==> config.mk <==
export PLATFORM = sky130hd
export DESIGN_NAME = circle_draw_ctrl
export DESIGN_NICKNAME = d
export VERILOG_FILES = /design/src/rtl/circle_draw_ctrl.sv
export SDC_FILE = /design/constraint.sdc
export NUM_CORES = 1
export LEC_CHECK = 0
export ABC_AREA = 1
export BUFFER_PORTS_ARGS = -buffer_cell sky130_fd_sc_hd__buf_2
export CORE_UTILIZATION = 54
export CTS_CLUSTER_SIZE = 25
export DETAILED_ROUTE_END_ITERATION = 7
export PLACE_DENSITY = 0.82
export SYNTH_ARGS = -nofsm -noshare
export SYNTH_HDL_FRONTEND = slang
export SYNTH_SLANG_ARGS = --single-unit
==> constraint.sdc <==
create_clock -name clk -period 2.6 [get_ports clk]
set_input_delay 0.26 -clock clk [delete_from_list [all_inputs] [get_ports clk]]
set_output_delay 0.26 -clock clk [all_outputs]
set_load 0.01 [all_outputs]
==> src/rtl/circle_draw_ctrl.sv <==
`default_nettype none
// ============================================================================
// Module      : circle_draw_ctrl
// Description : Control FSM in front of the circle datapath. It can first
//               clear the screen (a raster sweep over 160x120) and then draws
//               a midpoint circle as eight symmetric plots per iteration.
//               It drives the datapath init/load/flag/select strobes and the
//               VGA adapter plot/colour, with a start/done handshake to the
//               top level.
// Revision    : 1.0 - initial release
// ----------------------------------------------------------------------------
// Parameters
//   COLOUR_W      width of colour_in / colour_out
//   CLEAR_COLOUR  colour written during the screen clear
// Ports
//   clk                  in   system clock, all state on rising edge
//   resetn               in   asynchronous active-low reset
//   start                in   level request, sampled in IDLE
//   colour_in            in   circle colour, latched when leaving IDLE
//   xdone/ydone          in   datapath raster counters at 159 / 119
//   cdone                in   datapath circle loop continue (y <= x)
//   initx/inity/initc    out  datapath counter init selects
//   loadx/loady/loadc    out  datapath register enables
//   flagc                out  1 = circle mode, 0 = raster mode
//   selx/sely            out  one-hot pixel coordinate mux selects
//   plot                 out  VGA write enable
//   colour_out           out  VGA pixel colour
//   done                 out  drawing complete
// Configuration macro
//   CIRC_CLEAR_EN  when defined, the clear phase (CLR_INIT/CLR_ROW/CLR_NEXTY)
//                  is built in; otherwise IDLE goes straight to CIRC_INIT and
//                  the screen contents are preserved.
// ============================================================================
module circle_draw_ctrl #(
  parameter int                  COLOUR_W     = 3,
  parameter logic [COLOUR_W-1:0] CLEAR_COLOUR = '0
) (
  input  logic                clk,
  input  logic                resetn,
  input  logic                start,
  input  logic [COLOUR_W-1:0] colour_in,
  input  logic                xdone,
  input  logic                ydone,
  input  logic                cdone,
  output logic                initx,
  output logic                inity,
  output logic                initc,
  output logic                loadx,
  output logic                loady,
  output logic                loadc,
  output logic                flagc,
  output logic [4:0]          selx,
  output logic [4:0]          sely,
  output logic                plot,
  output logic [COLOUR_W-1:0] colour_out,
  output logic                done
);

  typedef enum logic [3:0] {
    S_IDLE      = 4'd0,
`ifdef CIRC_CLEAR_EN
    S_CLR_INIT  = 4'd1,
    S_CLR_ROW   = 4'd2,
    S_CLR_NEXTY = 4'd3,
`endif
    S_CIRC_INIT = 4'd4,
    S_CIRC_CHK  = 4'd5,
    S_OCT0      = 4'd6,
    S_OCT1      = 4'd7,
    S_OCT2      = 4'd8,
    S_OCT3      = 4'd9,
    S_OCT4      = 4'd10,
    S_OCT5      = 4'd11,
    S_OCT6      = 4'd12,
    S_OCT7      = 4'd13,
    S_CIRC_STEP = 4'd14,
    S_DONE      = 4'd15
  } state_t;

  // All Moore outputs travel together; field order matters for c_reset_out.
  typedef struct packed {
    logic                initx;
    logic                inity;
    logic                initc;
    logic                loadx;
    logic                loady;
    logic                loadc;
    logic                flagc;
    logic [4:0]          selx;
    logic [4:0]          sely;
    logic                plot;
    logic [COLOUR_W-1:0] colour;
    logic                done;
  } ctrl_t;

  // Raster select, no strobes, clear colour: the idle/reset output set.
  localparam ctrl_t c_reset_out = {7'b0000000, 5'b10000, 5'b10000, 1'b0, CLEAR_COLOUR, 1'b0};

  // Coordinate select encodings: X sources (cx+x, cx+y, cx-x, cx-y, raster x),
  // Y sources (cy+y, cy+x, cy-y, cy-x, raster y).
  localparam logic [4:0] c_sel_p0  = 5'b00001;
  localparam logic [4:0] c_sel_p1  = 5'b00010;
  localparam logic [4:0] c_sel_m0  = 5'b00100;
  localparam logic [4:0] c_sel_m1  = 5'b01000;

`ifdef CIRC_CLEAR_EN
  localparam state_t c_run_entry = S_CLR_INIT;
`else
  localparam state_t c_run_entry = S_CIRC_INIT;
`endif

  state_t               r_state;
  state_t               w_next;
  ctrl_t                r_out;
  ctrl_t                w_out;
  logic [COLOUR_W-1:0]  r_colour;

  // --------------------------------------------------------------------------
  // Next-state logic
  // --------------------------------------------------------------------------
  always_comb begin
    w_next = r_state;
    case (r_state)
      S_IDLE:      if (start) w_next = c_run_entry;
`ifdef CIRC_CLEAR_EN
      S_CLR_INIT:  w_next = S_CLR_ROW;
      S_CLR_ROW:   if (xdone) w_next = ydone ? S_CIRC_INIT : S_CLR_NEXTY;
      S_CLR_NEXTY: w_next = S_CLR_ROW;
`endif
      S_CIRC_INIT: w_next = S_CIRC_CHK;
      S_CIRC_CHK:  w_next = cdone ? S_OCT0 : S_DONE;
      S_OCT0:      w_next = S_OCT1;
      S_OCT1:      w_next = S_OCT2;
      S_OCT2:      w_next = S_OCT3;
      S_OCT3:      w_next = S_OCT4;
      S_OCT4:      w_next = S_OCT5;
      S_OCT5:      w_next = S_OCT6;
      S_OCT6:      w_next = S_OCT7;
      S_OCT7:      w_next = S_CIRC_STEP;
      S_CIRC_STEP: w_next = S_CIRC_CHK;
      S_DONE:      if (!start) w_next = S_IDLE;
      default:     w_next = S_IDLE;
    endcase
  end

  // --------------------------------------------------------------------------
  // Output decode of the state being entered, so the registered outputs line
  // up with the state register.
  // --------------------------------------------------------------------------
  always_comb begin
    w_out = c_reset_out;
    case (w_next)
`ifdef CIRC_CLEAR_EN
      S_CLR_INIT: begin
        w_out.initx = 1'b1;
        w_out.loadx = 1'b1;
        w_out.inity = 1'b1;
        w_out.loady = 1'b1;
      end
      S_CLR_ROW: begin
        w_out.plot  = 1'b1;
        w_out.loadx = 1'b1;
      end
      S_CLR_NEXTY: begin
        w_out.initx = 1'b1;
        w_out.loadx = 1'b1;
        w_out.loady = 1'b1;
      end
`endif
      S_CIRC_INIT: begin
        w_out.flagc = 1'b1;
        w_out.initx = 1'b1;
        w_out.inity = 1'b1;
        w_out.initc = 1'b1;
        w_out.loadx = 1'b1;
        w_out.loady = 1'b1;
        w_out.loadc = 1'b1;
      end
      S_CIRC_CHK: w_out.flagc = 1'b1;
      S_OCT0, S_OCT1, S_OCT2, S_OCT3, S_OCT4, S_OCT5, S_OCT6, S_OCT7: begin
        w_out.flagc  = 1'b1;
        w_out.plot   = 1'b1;
        // Colour is already latched: OCT states are never entered from IDLE.
        w_out.colour = r_colour;
        case (w_next)
          S_OCT0:  begin w_out.selx = c_sel_p0; w_out.sely = c_sel_p0; end
          S_OCT1:  begin w_out.selx = c_sel_p1; w_out.sely = c_sel_p1; end
          S_OCT2:  begin w_out.selx = c_sel_m0; w_out.sely = c_sel_p0; end
          S_OCT3:  begin w_out.selx = c_sel_m1; w_out.sely = c_sel_p1; end
          S_OCT4:  begin w_out.selx = c_sel_m0; w_out.sely = c_sel_m0; end
          S_OCT5:  begin w_out.selx = c_sel_m1; w_out.sely = c_sel_m1; end
          S_OCT6:  begin w_out.selx = c_sel_p0; w_out.sely = c_sel_m0; end
          default: begin w_out.selx = c_sel_p1; w_out.sely = c_sel_m1; end
        endcase
      end
      S_CIRC_STEP: begin
        w_out.flagc = 1'b1;
        w_out.loadx = 1'b1;
        w_out.loady = 1'b1;
        w_out.loadc = 1'b1;
      end
      S_DONE:  w_out.done = 1'b1;
      default: w_out = c_reset_out;
    endcase
  end

  // --------------------------------------------------------------------------
  // State, outputs and colour latch
  // --------------------------------------------------------------------------
  always_ff @(posedge clk or negedge resetn) begin
    if (!resetn) begin
      r_state  <= S_IDLE;
      r_out    <= c_reset_out;
      r_colour <= '0;
    end else begin
      r_state <= w_next;
      r_out   <= w_out;
      if (r_state == S_IDLE && start) r_colour <= colour_in;
    end
  end

  assign initx      = r_out.initx;
  assign inity      = r_out.inity;
  assign initc      = r_out.initc;
  assign loady      = r_out.loady;
  assign loadc      = r_out.loadc;
  assign flagc      = r_out.flagc;
  assign selx       = r_out.selx;
  assign sely       = r_out.sely;
  assign plot       = r_out.plot;
  assign colour_out = r_out.colour;
  assign done       = r_out.done;

`ifdef CIRC_CLEAR_EN
  // xdone is only known in the cycle the last column is plotted, so the row
  // increment is masked there; x is re-initialised by CLR_NEXTY instead of
  // being pushed past 159.
  assign loadx = r_out.loadx & ~((r_state == S_CLR_ROW) & xdone);
`else
  logic w_unused_raster_flags;
  assign w_unused_raster_flags = &{1'b0, xdone, ydone};
  assign loadx = r_out.loadx;
`endif

endmodule
`default_nettype wire

==> flow_metrics.env <==
export IMPL_outcome="finished clean"
export IMPL_synth_area_um2=1090
export IMPL_min_path_cells=3
export IMPL_worstMarginPinSlew_ns=0.487
export IMPL_dpl_cell_area_um2=1220
export IMPL_criticalPathCategory="flip-flop to flip-flop"
export IMPL_fin_skew_ns=0.00418
export IMPL_syn_to_final_growth_pct=18.0
export IMPL_vias_per_cell=4.91
export IMPL_multi_input_area_um2=370
export IMPL_dpl_hpwl_um=1430
export IMPL_ys_types=20
export IMPL_grt_pass1_wl_um=3050
export IMPL_hold_path_startpoint="colour_in[1]"
export IMPL_vias=845
export IMPL_synth_async_sr_flop_share_pct=100
export IMPL_start_util_pct=60.4
export IMPL_worstPathCellList="nand2_1 -> inv_1 -> nand2_1 -> nand2_2 -> nor2_2 -> inv_2 -> nor2_4 -> nand2_1 -> o21ai_1"
export IMPL_die_area_um2=2200
export IMPL_post_synth_top_area_fraction_pct=52.9
export IMPL_clk_pin_slew_ns=0.12
export IMPL_ys_flop_type="dfrtp_1"
export IMPL_post_drt_wl_per_cell_um=10.7
export IMPL_ff2ff_path_depth=9
export IMPL_cap_violations=0
export IMPL_yosys_top_cells_area="dfrtp_1 (53%), nand2_1 (10%), inv_1 (4.5%)"
export IMPL_grtUsageTotal_pct=20.3
export IMPL_worstSetupStartpointType="flip-flop"
export IMPL_h_tree_depth=1
export IMPL_cpLargestDelayFamily="simple AND/OR/NAND/NOR gates"
export IMPL_synthesis_nets=128
export IMPL_drc=0
export IMPL_clk_latency_ns=0.31
export IMPL_grt_max_degree=25
export IMPL_setup_violations=0
export IMPL_hold_buffers=1
export IMPL_max_freq_ghz=0.675
export IMPL_hold_violations=0
export IMPL_diodes=0
export IMPL_r2r_start="r_state[2]"
export IMPL_grt_pass1_vias=747
export IMPL_drv_slew=0
export IMPL_antenna_found_initial=0
export IMPL_port_buffers=28
export IMPL_dp_slack_ns=1.15
export IMPL_cts_post_setup_buffers_inserted=0
export IMPL_cts_resized_gates=0
export IMPL_die_x_um=46.9
export IMPL_nets=157
export IMPL_die_h_um=46.9
export IMPL_crit_path_max_incr_delay_ns=0.48
export IMPL_drt_iter0_drc=19
export IMPL_numClockSinks=24
export IMPL_ioPinCount=31
export IMPL_arrival_ns=1.73
export IMPL_finalSetupTns_ns=0
export IMPL_worst_ep_required_time_ns=2.84
export IMPL_rr_endpoint="selx[0]"
export IMPL_regArea_um2=602
export IMPL_syn_area_per_cell_um2=9.15
export IMPL_rows=15
export IMPL_rsz0062_at_grt="false"
export IMPL_cellLeakagePower_uw=0.000748
export IMPL_pwr_density_cell_nw_per_um2=1360
export IMPL_yosysWarningCount=0
export IMPL_maxSlewHeadroom_pct=67.5
export IMPL_yosys_register_bits=24
export IMPL_ff2ff_setup_slack_ns=1.12
export IMPL_use_met3_pct=5.38
export IMPL_critPathBufInv=2
export IMPL_post_route_period_util_pct=57.0
export IMPL_hold_end="r_colour[1]"
export IMPL_fin_area_um2=1280
export IMPL_syn_inst=119
export IMPL_crit_top_cell="nand2_1"
export IMPL_yosysTopAreaCell="dfrtp_1"
export IMPL_clock_path_buffers=2
export IMPL_cts_root_buf="clkbuf_4"
export IMPL_use_met2_pct=32.5
export IMPL_cts_made_buffers=3
export IMPL_endpoint_kind="flip-flop"
export IMPL_fill_cells=151
export IMPL_grtUsageMet1_pct=25.9
export IMPL_cts_tree="done"
export IMPL_core_um2=1800
export IMPL_period_needed_ns=1.48
export IMPL_grt_ovfl_total=0
export IMPL_hp_class="input port to flip-flop"
export IMPL_setup_ws_ns=1.12
export IMPL_drtPass1Iterations=4
export IMPL_busiest_layer="met2"
export IMPL_synth_commonest_cells="nand2_1 (30), dfrtp_1 (23), inv_1 (13)"
export IMPL_synth_most_common_cell="nand2_1"
export IMPL_place_congestion=0.863
export IMPL_peakVddDrop_mv=0.897
export IMPL_wl_um=1850
export IMPL_path_max_fanout=7
export IMPL_slowest_stage="dfrtp_1"
export IMPL_ant_nets=0
export IMPL_drive_gt1_share_pct=39.5
export IMPL_synth_edff_count=0
export IMPL_ys_seq_area_share_pct=55.3
==> cell families (layout without fill, tap and decap cells) <==
kind of cell	after synthesis	in the layout	share of synthesized area [%]
compound gates	12	12	6.55
buf+inv	26	54	10.7
flops	24	24	55.3
simple gates	57	57	27.5
==> final cells by class <==
type / count / area share, %
flip-flops and latches: 24 / 46.8
multi-input cells: 69 / 28.8
repair buffers: 29 / 11.7
inverters: 21 / 6.13
well taps: 25 / 2.43
clock inverters: 1 / 2.34
clock buffers: 3 / 1.75
==> where the power goes <==
group	internal, µW	switching [µW]
Clock	156	105
Sequential	539	89.0
Combinational	300	555
==> metal layers <==
layer  part of all wire, %  wire (µm)  up-vias
met4                  0.65         12        0
met5                     0          0        -
met3                   5.3         97        2
met2                    50        931       29
li1                      -          -      418
met1                    44        804      396
==> worst max-delay path by stage <==
stage	endpoint	cells past startpoint	from	slack [ns]
floorplan	flagc	8	r_state[2]	1.31
global placement	flagc	8	r_state[2]	1.18
detailed placement	selx[0]	9	r_state[2]	1.15
CTS	selx[0]	9	r_state[2]	1.12
global route	flagc	7	r_state[2]	0.95
finish	selx[0]	9	r_state[2]	1.12
==> flip-flops by register name, summed over array words and instances (netlist names) <==
name / cells
colour_out: 3
done: 1
flagc: 1
initc: 1
loadc: 1
plot: 1
r_colour: 3
r_state: 4
selx: 5
sely: 4
==> through the flow <==
stage / hold WS, ns / utilization, % / instances / power, µW
6_report: 0.150 / 71.3 / 172 / 1740
5_1_grt: 0.155 / 71.3 / 172 / 1900
4_1_cts: 0.144 / 71.3 / 172 / 1760
3_5_place_dp: 0.246 / 67.8 / 167 / 1500
3_3_place_gp: 0.251 / 67.8 / 167 / 1470
2_1_floorplan: -0.0356 / - / 119 / 1280
==> tightest hold or removal path: cells and delay by family <==
kind | cells | cell delay (ns)
buf+inv | 1 | 0.07
compound gates | 1 | 0.06
simple gates | 1 | 0.04
==> cells in the final DEF, fill, tap and decap left out, drive strengths merged <==
master,count
buf,28
dlygate4sd3,1
dfstp,1
dfrtp,23
nand4,2
nand3,8
o21ai,6
nand2,32
inv,21
bufinv,1
a21oi,6
clkbuf,3
nor3,1
nor2,13
nand3b,1
Power figures use the tool's default switching activity.
